$ cat src/rtl/multicycle_controller_if.sv
// Control bundle between the multi-cycle controller and the processor datapath.
// The controller takes the master side; the datapath and memories take the slave side.
interface multicycle_controller_if #(
    parameter int unsigned INSTR_W = 19
);
    // Datapath and memory status seen by the controller
    logic [INSTR_W-1:0] instr;
    logic               zero;
    logic               carry;
    logic               imem_ready;
    logic               dmem_ready;

    // Datapath control lines driven by the controller
    logic               imem_req;
    logic               ir_load;
    logic               pc_write;
    logic [1:0]         pc_src;
    logic               rst_pc;
    logic               rst_flags;
    logic [2:0]         alu_fn;
    logic               alu_src_imm;
    logic               r2_sel;
    logic [1:0]         sh_fn;
    logic [1:0]         wb_sel;
    logic               reg_write;
    logic               flags_en;
    logic               dmem_read;
    logic               dmem_write;
    logic               stack_push;
    logic               stack_pop;
    logic               illegal;

    modport master (
        input  instr, zero, carry, imem_ready, dmem_ready,
        output imem_req, ir_load, pc_write, pc_src, rst_pc, rst_flags,
               alu_fn, alu_src_imm, r2_sel, sh_fn, wb_sel, reg_write, flags_en,
               dmem_read, dmem_write, stack_push, stack_pop, illegal
    );

    modport slave (
        output instr, zero, carry, imem_ready, dmem_ready,
        input  imem_req, ir_load, pc_write, pc_src, rst_pc, rst_flags,
               alu_fn, alu_src_imm, r2_sel, sh_fn, wb_sel, reg_write, flags_en,
               dmem_read, dmem_write, stack_push, stack_pop, illegal
    );
endinterface

$ cat src/rtl/multicycle_controller.sv
// Multi-cycle control unit: sequences RST/FETCH/DECODE/EXEC/MEM/WB, drives the
// datapath control lines combinationally from state and IR, and tracks the
// return-address stack depth so over/underflowing calls are trapped as illegal.
module multicycle_controller #(
    parameter int unsigned INSTR_W     = 19,
    parameter int unsigned STACK_DEPTH = 8
) (
    input  logic                   clock,
    input  logic                   rst,
    multicycle_controller_if.master bus
);
    localparam int unsigned CNT_W = $clog2(STACK_DEPTH + 1);

    localparam logic [2:0] OP_ALU    = 3'b000;
    localparam logic [2:0] OP_ALUI   = 3'b001;
    localparam logic [2:0] OP_MEM    = 3'b100;
    localparam logic [2:0] OP_BRANCH = 3'b101;
    localparam logic [2:0] OP_SHIFT  = 3'b110;
    localparam logic [2:0] OP_JUMP   = 3'b111;

    localparam logic [2:0] FN_LDM = 3'b000;
    localparam logic [2:0] FN_JMP = 3'b000;
    localparam logic [2:0] FN_JSR = 3'b001;
    localparam logic [2:0] FN_RET = 3'b010;

    typedef enum logic [2:0] {
        S_RST    = 3'd0,
        S_FETCH  = 3'd1,
        S_DECODE = 3'd2,
        S_EXEC   = 3'd3,
        S_MEM    = 3'd4,
        S_WB     = 3'd5
    } stateT;

    stateT            state;
    stateT            nextState;
    logic [CNT_W-1:0] stackCount;
    logic [2:0]       op;
    logic [2:0]       fn;
    logic             stackFull;
    logic             stackEmpty;
    logic             decIllegal;
    logic             branchTaken;
    logic             unusedInstrBits;

    assign op = bus.instr[INSTR_W-1 -: 3];
    assign fn = bus.instr[INSTR_W-4 -: 3];
    // Operand fields below the function code belong to the datapath only.
    assign unusedInstrBits = ^bus.instr[INSTR_W-7:0];

    assign stackFull  = (stackCount == CNT_W'(STACK_DEPTH));
    assign stackEmpty = (stackCount == '0);

    // Opcode/function classification, including stack over/underflow traps
    always_comb begin
        decIllegal = 1'b0;
        case (op)
            3'b010, 3'b011: decIllegal = 1'b1;
            OP_MEM:         decIllegal = (fn[2:1] != 2'b00);
            OP_JUMP: begin
                case (fn)
                    FN_JMP:  decIllegal = 1'b0;
                    FN_JSR:  decIllegal = stackFull;
                    FN_RET:  decIllegal = stackEmpty;
                    default: decIllegal = 1'b1;
                endcase
            end
            default:        decIllegal = 1'b0;
        endcase
    end

    // Branch condition from the flags as they stand in EXEC
    always_comb begin
        case (fn[1:0])
            2'b00:   branchTaken = bus.zero;
            2'b01:   branchTaken = ~bus.zero;
            2'b10:   branchTaken = bus.carry;
            default: branchTaken = ~bus.carry;
        endcase
    end

    // State register
    always_ff @(posedge clock) begin
        if (rst) begin
            state <= S_RST;
        end else begin
            state <= nextState;
        end
    end

    // Return-stack depth, updated on the JSR/RET strobes
    always_ff @(posedge clock) begin
        if (rst) begin
            stackCount <= '0;
        end else if (bus.stack_push) begin
            stackCount <= stackCount + CNT_W'(1);
        end else if (bus.stack_pop) begin
            stackCount <= stackCount - CNT_W'(1);
        end
    end

    // Next-state and control-line decode
    always_comb begin
        nextState       = state;
        bus.imem_req    = 1'b0;
        bus.ir_load     = 1'b0;
        bus.pc_write    = 1'b0;
        bus.pc_src      = 2'b00;
        bus.rst_pc      = 1'b0;
        bus.rst_flags   = 1'b0;
        bus.alu_fn      = 3'b000;
        bus.alu_src_imm = 1'b0;
        bus.r2_sel      = 1'b0;
        bus.sh_fn       = 2'b00;
        bus.wb_sel      = 2'b00;
        bus.reg_write   = 1'b0;
        bus.flags_en    = 1'b0;
        bus.dmem_read   = 1'b0;
        bus.dmem_write  = 1'b0;
        bus.stack_push  = 1'b0;
        bus.stack_pop   = 1'b0;
        bus.illegal     = 1'b0;

        case (state)
            S_RST: begin
                bus.rst_pc    = 1'b1;
                bus.rst_flags = 1'b1;
                nextState     = S_FETCH;
            end

            S_FETCH: begin
                bus.imem_req = 1'b1;
                if (bus.imem_ready) begin
                    bus.ir_load  = 1'b1;
                    bus.pc_write = 1'b1;
                    bus.pc_src   = 2'b00;
                    nextState    = S_DECODE;
                end
            end

            S_DECODE: begin
                if (decIllegal) begin
                    bus.illegal = 1'b1;
                    nextState   = S_FETCH;
                end else if (op == OP_MEM) begin
                    nextState = S_MEM;
                end else begin
                    nextState = S_EXEC;
                end
            end

            S_EXEC: begin
                nextState = S_FETCH;
                case (op)
                    OP_ALU, OP_ALUI: begin
                        bus.alu_fn      = fn;
                        bus.alu_src_imm = op[0];
                        bus.r2_sel      = 1'b1;
                        bus.flags_en    = 1'b1;
                        nextState       = S_WB;
                    end
                    OP_SHIFT: begin
                        bus.sh_fn = fn[1:0];
                        nextState = S_WB;
                    end
                    OP_BRANCH: begin
                        if (branchTaken) begin
                            bus.pc_write = 1'b1;
                            bus.pc_src   = 2'b01;
                        end
                    end
                    OP_JUMP: begin
                        case (fn)
                            FN_JMP: begin
                                bus.pc_write = 1'b1;
                                bus.pc_src   = 2'b10;
                            end
                            FN_JSR: begin
                                bus.stack_push = 1'b1;
                                bus.pc_write   = 1'b1;
                                bus.pc_src     = 2'b10;
                            end
                            FN_RET: begin
                                bus.stack_pop = 1'b1;
                                bus.pc_write  = 1'b1;
                                bus.pc_src    = 2'b11;
                            end
                            default: ;
                        endcase
                    end
                    default: ;
                endcase
            end

            S_MEM: begin
                if (fn == FN_LDM) begin
                    bus.dmem_read = 1'b1;
                    bus.r2_sel    = 1'b1;
                end else begin
                    bus.dmem_write = 1'b1;
                end
                if (bus.dmem_ready) begin
                    nextState = (fn == FN_LDM) ? S_WB : S_FETCH;
                end
            end

            S_WB: begin
                bus.reg_write = 1'b1;
                if (op == OP_SHIFT) begin
                    bus.wb_sel = 2'b01;
                end else if (op == OP_MEM) begin
                    bus.wb_sel = 2'b10;
                end else begin
                    bus.wb_sel = 2'b00;
                end
                nextState = S_FETCH;
            end

            default: nextState = S_RST;
        endcase
    end
endmodule
$ cat src/flat_wrapper.sv
// flat-port wrapper written by rule: the top's interface ports become plain ports
module multicycle_controller_flat 
#(
    parameter int unsigned INSTR_W     = 19,
    parameter int unsigned STACK_DEPTH = 8
)
  (clock, rst, bus_instr, bus_zero, bus_carry, bus_imem_ready, bus_dmem_ready, bus_imem_req, bus_ir_load, bus_pc_write, bus_pc_src, bus_rst_pc, bus_rst_flags, bus_alu_fn, bus_alu_src_imm, bus_r2_sel, bus_sh_fn, bus_wb_sel, bus_reg_write, bus_flags_en, bus_dmem_read, bus_dmem_write, bus_stack_push, bus_stack_pop, bus_illegal);
  multicycle_controller_if #(.INSTR_W(INSTR_W)) bus_i ();
  input  logic clock;
  input  logic rst;
  input wire logic [$bits(bus_i.instr)-1:0] bus_instr;
  input wire logic [$bits(bus_i.zero)-1:0] bus_zero;
  input wire logic [$bits(bus_i.carry)-1:0] bus_carry;
  input wire logic [$bits(bus_i.imem_ready)-1:0] bus_imem_ready;
  input wire logic [$bits(bus_i.dmem_ready)-1:0] bus_dmem_ready;
  output wire logic [$bits(bus_i.imem_req)-1:0] bus_imem_req;
  output wire logic [$bits(bus_i.ir_load)-1:0] bus_ir_load;
  output wire logic [$bits(bus_i.pc_write)-1:0] bus_pc_write;
  output wire logic [$bits(bus_i.pc_src)-1:0] bus_pc_src;
  output wire logic [$bits(bus_i.rst_pc)-1:0] bus_rst_pc;
  output wire logic [$bits(bus_i.rst_flags)-1:0] bus_rst_flags;
  output wire logic [$bits(bus_i.alu_fn)-1:0] bus_alu_fn;
  output wire logic [$bits(bus_i.alu_src_imm)-1:0] bus_alu_src_imm;
  output wire logic [$bits(bus_i.r2_sel)-1:0] bus_r2_sel;
  output wire logic [$bits(bus_i.sh_fn)-1:0] bus_sh_fn;
  output wire logic [$bits(bus_i.wb_sel)-1:0] bus_wb_sel;
  output wire logic [$bits(bus_i.reg_write)-1:0] bus_reg_write;
  output wire logic [$bits(bus_i.flags_en)-1:0] bus_flags_en;
  output wire logic [$bits(bus_i.dmem_read)-1:0] bus_dmem_read;
  output wire logic [$bits(bus_i.dmem_write)-1:0] bus_dmem_write;
  output wire logic [$bits(bus_i.stack_push)-1:0] bus_stack_push;
  output wire logic [$bits(bus_i.stack_pop)-1:0] bus_stack_pop;
  output wire logic [$bits(bus_i.illegal)-1:0] bus_illegal;
  assign bus_i.instr = bus_instr;
  assign bus_i.zero = bus_zero;
  assign bus_i.carry = bus_carry;
  assign bus_i.imem_ready = bus_imem_ready;
  assign bus_i.dmem_ready = bus_dmem_ready;
  assign bus_imem_req = bus_i.imem_req;
  assign bus_ir_load = bus_i.ir_load;
  assign bus_pc_write = bus_i.pc_write;
  assign bus_pc_src = bus_i.pc_src;
  assign bus_rst_pc = bus_i.rst_pc;
  assign bus_rst_flags = bus_i.rst_flags;
  assign bus_alu_fn = bus_i.alu_fn;
  assign bus_alu_src_imm = bus_i.alu_src_imm;
  assign bus_r2_sel = bus_i.r2_sel;
  assign bus_sh_fn = bus_i.sh_fn;
  assign bus_wb_sel = bus_i.wb_sel;
  assign bus_reg_write = bus_i.reg_write;
  assign bus_flags_en = bus_i.flags_en;
  assign bus_dmem_read = bus_i.dmem_read;
  assign bus_dmem_write = bus_i.dmem_write;
  assign bus_stack_push = bus_i.stack_push;
  assign bus_stack_pop = bus_i.stack_pop;
  assign bus_illegal = bus_i.illegal;
  multicycle_controller #(.INSTR_W(INSTR_W), .STACK_DEPTH(STACK_DEPTH)) u_core (.clock(clock), .rst(rst), .bus(bus_i));
endmodule
$ cat config.mk
export PLATFORM = sky130hd
export DESIGN_NAME = multicycle_controller_flat
export DESIGN_NICKNAME = d
export VERILOG_FILES = /design/src/rtl/multicycle_controller_if.sv /design/src/rtl/multicycle_controller.sv /design/src/flat_wrapper.sv
export SDC_FILE = /design/constraint.sdc
export NUM_CORES = 1
export LEC_CHECK = 0
export CAP_MARGIN = 40
export CORE_AREA = 2 2 41 62
export CTS_BUF_LIST = sky130_fd_sc_hd__clkbuf_8
export CTS_CLUSTER_SIZE = 40
export DETAILED_ROUTE_END_ITERATION = 8
export DIE_AREA = 0 0 43 64
export PLACE_DENSITY = 0.8
export SYNTH_ARGS = -nofsm -noshare
export SYNTH_HDL_FRONTEND = slang
export SYNTH_SLANG_ARGS = --single-unit
$ cat constraint.sdc
create_clock -name clock -period 2.4 [get_ports clock]
set_input_delay 0.24 -clock clock [delete_from_list [all_inputs] [get_ports clock]]
set_output_delay 0.24 -clock clock [all_outputs]
set_load 0.03 [all_outputs]
Word-level counts from Yosys, hierarchy flattened
Index checks and enable logic that the tools add are counted.

Word-level logic and storage cells: 88. Memories kept: 0. Bits in latches: 0. Bits in writable memories: 0. Input bits: 25. Register bits: 7. ROM bits: 0. Output and inout bits: 23.

Multiplexer cells: 49. $lt $le $gt $ge: 0. Shift-type cells: 0. Bitwise operators: 2. Add/subtract/negate cells: 2. $mul: 0. Reductions and logical operators: 14. Equality and inequality tests: 19. Divide/modulo/power cells: 0.

Operators by type and width (number): $mux W1 (24); $mux W3 (8); $eq A3 B3 Y1 const B (6); $eq A3 B2 Y1 const B (5); $pmux W3 S5 (1); $mux W2 (6); $eq A3 B1 Y1 const B (3); $logic_not A3 Y1 (3); $pmux W1 S3 (3); $mux W4 (2); $pmux W2 S2 (2); $reduce_or A2 Y1 (4); $pmux W1 S2 (3); $reduce_or A3 Y1 (2); $add A4 B1 Y4 const B (1); $eq A4 B4 Y1 const B (1); $logic_not A4 Y1 (1); $ne A2 B2 Y1 const B (2); $reduce_bool A2 Y1 (2); $sub A4 B1 Y4 const B (1); $eq A2 B1 Y1 const B (1); $eq A2 B2 Y1 const B (1); $logic_not A2 Y1 (1); $not A1 Y1 (2); $reduce_and A2 Y1 (1).

Logic depth before layout (Yosys ltp)
Gate-level depths: netlist (run 1).

Depth in word-level cells: 6. Depth in mapped cells: 9. Depth with buffers taken out: 8.

Least setup slack after synthesis (run 1)
No wires, ideal clock.

Path type: reg-to-output. Start point: register u_core.state[1]. End point: output bus_pc_write. Path buffers: 1. Cell stages (with the launch flop): 6. Data arrival time: 2065 ps. Setup slack: 95 ps. Cells stage by stage: dfxtp_1 -> buf_4 -> nor3b_1 -> and2_1 -> a21oi_1 -> nand2_1.

Word-level cells in the longest chain between the ends: 2. Elaborated cells on any way between the ends: 3.

RTL lines: from (decl) (RTL line multicycle_controller.sv:35) `stateT state;`; from (signal assigned) (RTL line multicycle_controller.sv:87) `state <= nextState;`; $eq A3 B2 Y1 or $eq A3 B1 Y1 (tied branches) (RTL line multicycle_controller.sv:124) `case (state)`; $pmux W1 S2 * (RTL line multicycle_controller.sv:124); to (decl) (RTL line flat_wrapper.sv:18) `output wire logic [$bits(bus_i.pc_write)-1:0] bus_pc_write;`.

Mark *: on every way between the ends. The rest lies on a longest branch, timed or not.

Worst setup path in the final report (run 1)
Start point: register u_core.state[1]. End point: output bus_stack_pop.

Word-level cells in the longest chain between the ends: 2.

RTL lines: $eq A3 B2 Y1 (RTL line multicycle_controller.sv:124); $mux W1 (RTL line multicycle_controller.sv:124); to (decl) (RTL line flat_wrapper.sv:32) `output wire logic [$bits(bus_i.stack_pop)-1:0] bus_stack_pop;`.

No other way between the ends.

==> impl_metrics.toml, run 1 <==
[outcome]
outcome = "finished clean"

[worst_setup_path]
critPathKind = "reg -> out"
crit_arrival_ns = 2.03
crit_path_start_kind = "flop"
cp_max_fo = 9
critical_path_required_ns = 2.16
end_kind = "output pin"

[floorplan]
die-area_um2 = 2752
num_rows = 21
die_w_um = 43
die_h_um = 64
coreArea_um2 = 2207
io_pins = 48
initial_core_util_pct = 38.10

[global_route]
grt_max_degree = 12
grtUsageTotal_pct = 18.55
antenna_found_initial = 0
overflow = 0
grt_pass1_vias = 958
grt_pass1_wl_mm = 4.084

[place]
hpwlAfterDp_mm = 1.891
preCtsSetupSlack_ns = 0.05514
portBuffers = 34
gp_congestion = 0.7923

[routing]
first_pass_iters = 4
routedWlPerCell_um = 13.60
drtIter0Drc = 27
vias = 953
viasPerCell = 5.541
ant_nets = 0
drc = 0
wl_mm = 2.340

[yosys]
synthesis.area_um2 = 840.8
yosysTopAreaCellShare_pct = 16.67
async_flop_share_pct = 0
yosys_warnings = 0
synth.distinct_cells = 45
synth_nets = 136
netlist_instances = 108
synth_area_leaders = "dfxtp_1, and2_1, nor2_1"
synthMostInstantiatedCell = "nor2_1"
synth_top_cell_by_area = "dfxtp_1"
synth_edf_count = 0
synth_common_cells = "nor2_1, and2_1, dfxtp_1, nand2_1"
syn_avg_cell_area_um2 = 7.785
synth_seq_cells = 7
synth_seq_area_share_pct = 16.67
yosys_most_used_dff = "dfxtp_1"

[sta]
skew_ns = 0.002555
setup_viol = 0
worst_pin_slew_ns = 0.4878
maxSlewViolCount = 0
hold_viol_final = 0
post-route-period-util_pct = 94.72
fmax_mhz = 439.9
timing.slew.headroom_pct = 67.23
fin_tns_setup_ns = 0
grt_setup_unrepaired = "no"
fin_crit_ns = 2.273
fin_ws_ns = 0.1268

[clock_tree]
htree_levels = 1
clk_latency_ns = 0.23
clock-sinks = 7
path_clk_slew_ns = 0.04
hold_buffers = 0
cts_root_buffer = "clkbuf_8"
cts_tree = "done"
cts_buffers = 3
clockBufferDepth = 2

[final_layout]
num_antenna_cells = 0
drive_gt1_share_pct = 18.79
fin_nets = 178
synthToLayoutAreaGrowth_pct = 51.49

[pwr]
ir_drop_mv = 0.3115
power.density_nw_per_um2 = 358.8
leakagePower_uw = 0.0005256

[hold_path]
hold_path_class = "reg -> reg"

[run]
drv_cap = 0
## path summary, 6_finish.rpt
path                        startpoint              endpoint  slack, ns  depth (start not counted)
setup reg to reg       u_core.state[1]  u_core.stackCount[2]       0.25                          7
hold reg to reg   u_core.stackCount[2]  u_core.stackCount[2]       0.53                          2
hold / removal    u_core.stackCount[2]  u_core.stackCount[2]       0.53                          2
setup / recovery       u_core.state[1]         bus_stack_pop       0.13                          4
## worst max-delay path, cell delays in order, from the launching register on
cell and delay (ns):
dfxtp_1 0.50, nand3b_4 0.18, nor2_1 0.25, and3_1 0.20, clkdlybuf4s50_1 0.66
## layout make-up
| cell class | instances | area [µm²] |
|---|---|---|
| clock buffer | 3 | 41.29 |
| clock inverter | 1 | 3.754 |
| fill | 220 | 933.4 |
| inverter | 5 | 18.77 |
| multi-input combinational | 87 | 621.8 |
| sequential | 7 | 141.4 |
| tap | 23 | 28.78 |
| timing repair buffer | 46 | 417.9 |
## logic make-up (layout without fill, tap and decap cells)
group	count (synthesis)	in the layout	synth area share, %
buffers and inverters	14	55	10.56
AO/OA/AOI/OAI	21	21	18.45
adder cells (fa/ha/maj)	3	3	5.357
flip-flops	7	7	16.67
XOR/XNOR	4	4	4.167
multiplexers	2	2	2.381
AND/OR/NAND/NOR	57	57	42.41
## where the power goes
| part | internal [µW] | switching (µW) |
|---|---|---|
| logic | 75.3 | 86.8 |
| clock network | 110 | 50.6 |
| registers | 122 | 11.9 |
| total | 308 | 149 |
## cells in the final DEF (no fill, tap or decap), types with 3 or more instances in the layout
master,instances
inv_1,6
dfxtp_1,6
a21oi_1,5
buf_4,17
clkbuf_8,3
nor2_1,11
or3_1,3
nand2_1,7
or3b_1,3
clkdlybuf4s50_1,29
xnor2_1,3
nand3_1,3
a211o_1,3
and2_1,7
nand2b_1,3
## routing by layer
metal  global-route usage (%)  vias up  part of all wire (%)
met2                    35.23       21                    58
met3                   0.8475        6                   2.6
li1                         -      473                     -
met4                    8.333        0                   1.5
met1                    20.28      453                    38
met5                        0        -                     0
## flip-flops by register name (all words and copies together) (netlist names)
name and flops:
u_core.stackCount 4, u_core.state 3
## metrics by stage
stage / total power, µW / instance area, µm² / hold WS (ns) / std cells / util, %
4_1_cts: 459.2 / 1262 / 0.5363 / 172 / 57.20
5_1_grt: 479.4 / 1274 / 0.5500 / 172 / 57.71
2_1_floorplan: 235.7 / 840.8 / 0.3405 / 108 / -
3_3_place_gp: 291.9 / 1217 / 0.5038 / 168 / 55.16
3_5_place_dp: 294.6 / 1217 / 0.5311 / 168 / 55.16
6_report: 457.0 / 1274 / 0.5272 / 172 / 57.71
## timing repair
action | in CTS | in global routing
setup endpoints to repair | 0 | 6
gates resized for setup | 0 | 3
buffers inserted | 0 | 0
No activity file was read; power rests on OpenSTA's default activity.
==> run 2: changes to the inputs <==
Settings changed: ABC_AREA set to 0.
==> results of run 2 <==
Same layout as run 1: the final DEF is identical, and so are final timing and power.
==> run 3: changes to the inputs <==
Settings changed: CORE_AREA 2 2 41 62 to 2 2 40 60, DIE_AREA 0 0 43 64 to 0 0 42 62, PLACE_DENSITY 0.8 to 0.84.
Clock period 2.4 ns to 2.8 ns, I/O delays scaled along.
==> impl_metrics.toml, run 3 (synthesis results as in run 1) <==
[pwr]
leakagePower_uw = 0.0004695
p_seq_share_pct = 30.4
switchingPower_uw = 121.8
internal_power_uw = 255.6
ir_drop_mv = 0.2461
swShare_pct = 32.27
power_frac_comb_pct = 33.7
clock_power_share_pct = 35.9
power.density_nw_per_um2 = 315.2

[worst_setup_path]
critPathKind = "in -> out"
timing.rr.start = "u_core.state[0]"
end_kind = "output pin"
crit_arrival_ns = 2.30
cp_max_fo = 9
ff2ff_path_depth = 8
crit_top_cell = "clkdlybuf4s50_1"
cpPeakStageDelay_ns = 0.66
path_cells = "clkdlybuf4s50_1, nand3_2, nor2_1, and3_1, nand2b_1, clkdlybuf4s50_1"
critical_path_required_ns = 2.52
crit_path_start_kind = "input pin"
cp-startpoint = "bus_instr[17]"
critPathSlowestCell = "clkdlybuf4s50_1"

[routing]
viasPerCell = 5.519
routedWlPerCell_um = 13.51
drc = 0
dr_wl_met2_mm = 1.282
wl_mm = 2.189
highest_layer = "met3"
first_pass_iters = 4
wl_met1_um = 870
routed-wl-met3_um = 37
ant_nets = 0
vias = 894
drtIter0Drc = 23

[clock_tree]
clockBufferDepth = 2
cts_root_buffer = "clkbuf_8"
post_cts_buffers = 0
cts_buffers = 3
htree_levels = 1
hold_buffers = 0
postCtsResizedCells = 0
path_clk_slew_ns = 0.04
clock-sinks = 7
cts_tree = "done"
clk_latency_ns = 0.22

[floorplan]
die_h_um = 62
initial_core_util_pct = 39.51
die_w_um = 42
io_pins = 48
coreArea_um2 = 2128
die-area_um2 = 2604
num_rows = 21

[final_layout]
finalNonFillerCells = 162
drive_gt1_share_pct = 7.914
fin_nets = 168
largest_reg_flops = 4
synthToLayoutAreaGrowth_pct = 42.41
regMostFlops = "u_core.stackCount"
mostFrequentLayoutCells = "clkdlybuf4s50_1, nor2_1, nand2_1, and2_1, dfxtp_1"
num_antenna_cells = 0
final_common_cell = "clkdlybuf4s50_1"
largestRegisters = "u_core.stackCount x4, u_core.state x3"

[hold_path]
hold_path_class = "reg -> reg"
min_path_cells = 2
min-delay-start = "u_core.stackCount[2]"

[sta]
skew_ns = 0.0004591
maxSlewViolCount = 0
timing.slew.headroom_pct = 68.59
fmax_mhz = 388.1
post-route-period-util_pct = 92.02
setup_viol = 0
worst_pin_slew_ns = 0.4676
hold_viol_final = 0
fin_tns_setup_ns = 0
fin_crit_ns = 2.577
grt_setup_unrepaired = "no"

[global_route]
grt_max_degree = 12
grt_pass1_vias = 797
grtUsageTotal_pct = 17.10
overflow = 0
grt_pass1_wl_mm = 3.463
antenna_found_initial = 0

[run]
drv_cap = 0

[outcome]
outcome = "finished clean"

[place]
gp_congestion = 0.7807
place_inst = 158
hpwlAfterDp_mm = 1.784
portBuffers = 34
-- run 3: final timing paths --
| check | slack (ns) | end |
|---|---|---|
| hold / removal | 0.53 | u_core.stackCount[2] |
| setup / recovery | 0.22 | bus_pc_src[0] |
| setup reg to reg | 0.57 | u_core.stackCount[3] |
| hold reg to reg | 0.53 | u_core.stackCount[2] |
-- run 3: worst max-delay path: cells and delay by family --
| family | cells | cell delay, ns |
|---|---|---|
| buffers and inverters | 2 | 1.30 |
| AND/OR/NAND/NOR | 4 | 0.71 |
-- run 3: stage by stage --
stage	worst slack (ns)	power (µW)	utilization, %	area [µm²]	hold slack (ns)
floorplan	0.4545	202.1	-	840.8	0.3805
global placement	0.2209	240.3	54.14	1152	0.5073
detailed placement	0.1758	243.2	54.14	1152	0.5326
CTS	0.2112	383.4	56.26	1197	0.5381
global route	0.03871	398.9	56.26	1197	0.5598
finish	0.2234	377.4	56.26	1197	0.5343
-- run 3: cell type report --
class,count,area [µm²]
Sequential cell,7,140.1
Multi-Input combinational cell,87,611.8
Clock inverter,1,3.754
Inverter,5,18.77
Tap cell,23,28.78
Fill cell,194,930.9
Timing Repair Buffer,36,352.8
Clock buffer,3,41.29
-- run 3: power groups by stage --
stage | logic (µW) | registers (µW) | clock network, µW
after global placement | 125 | 115 | 0
after detailed placement | 127 | 116 | 0
after floorplan | 95.0 | 107 | 0
after global routing | 136 | 116 | 147
after CTS | 127 | 115 | 141
final | 127 | 115 | 136
-- run 3: layer usage --
metal	up-vias	track usage [%]
li1	451	-
met1	433	18.74
met2	10	35.04
met3	0	1.734
met4	0	4.147
met5	-	0
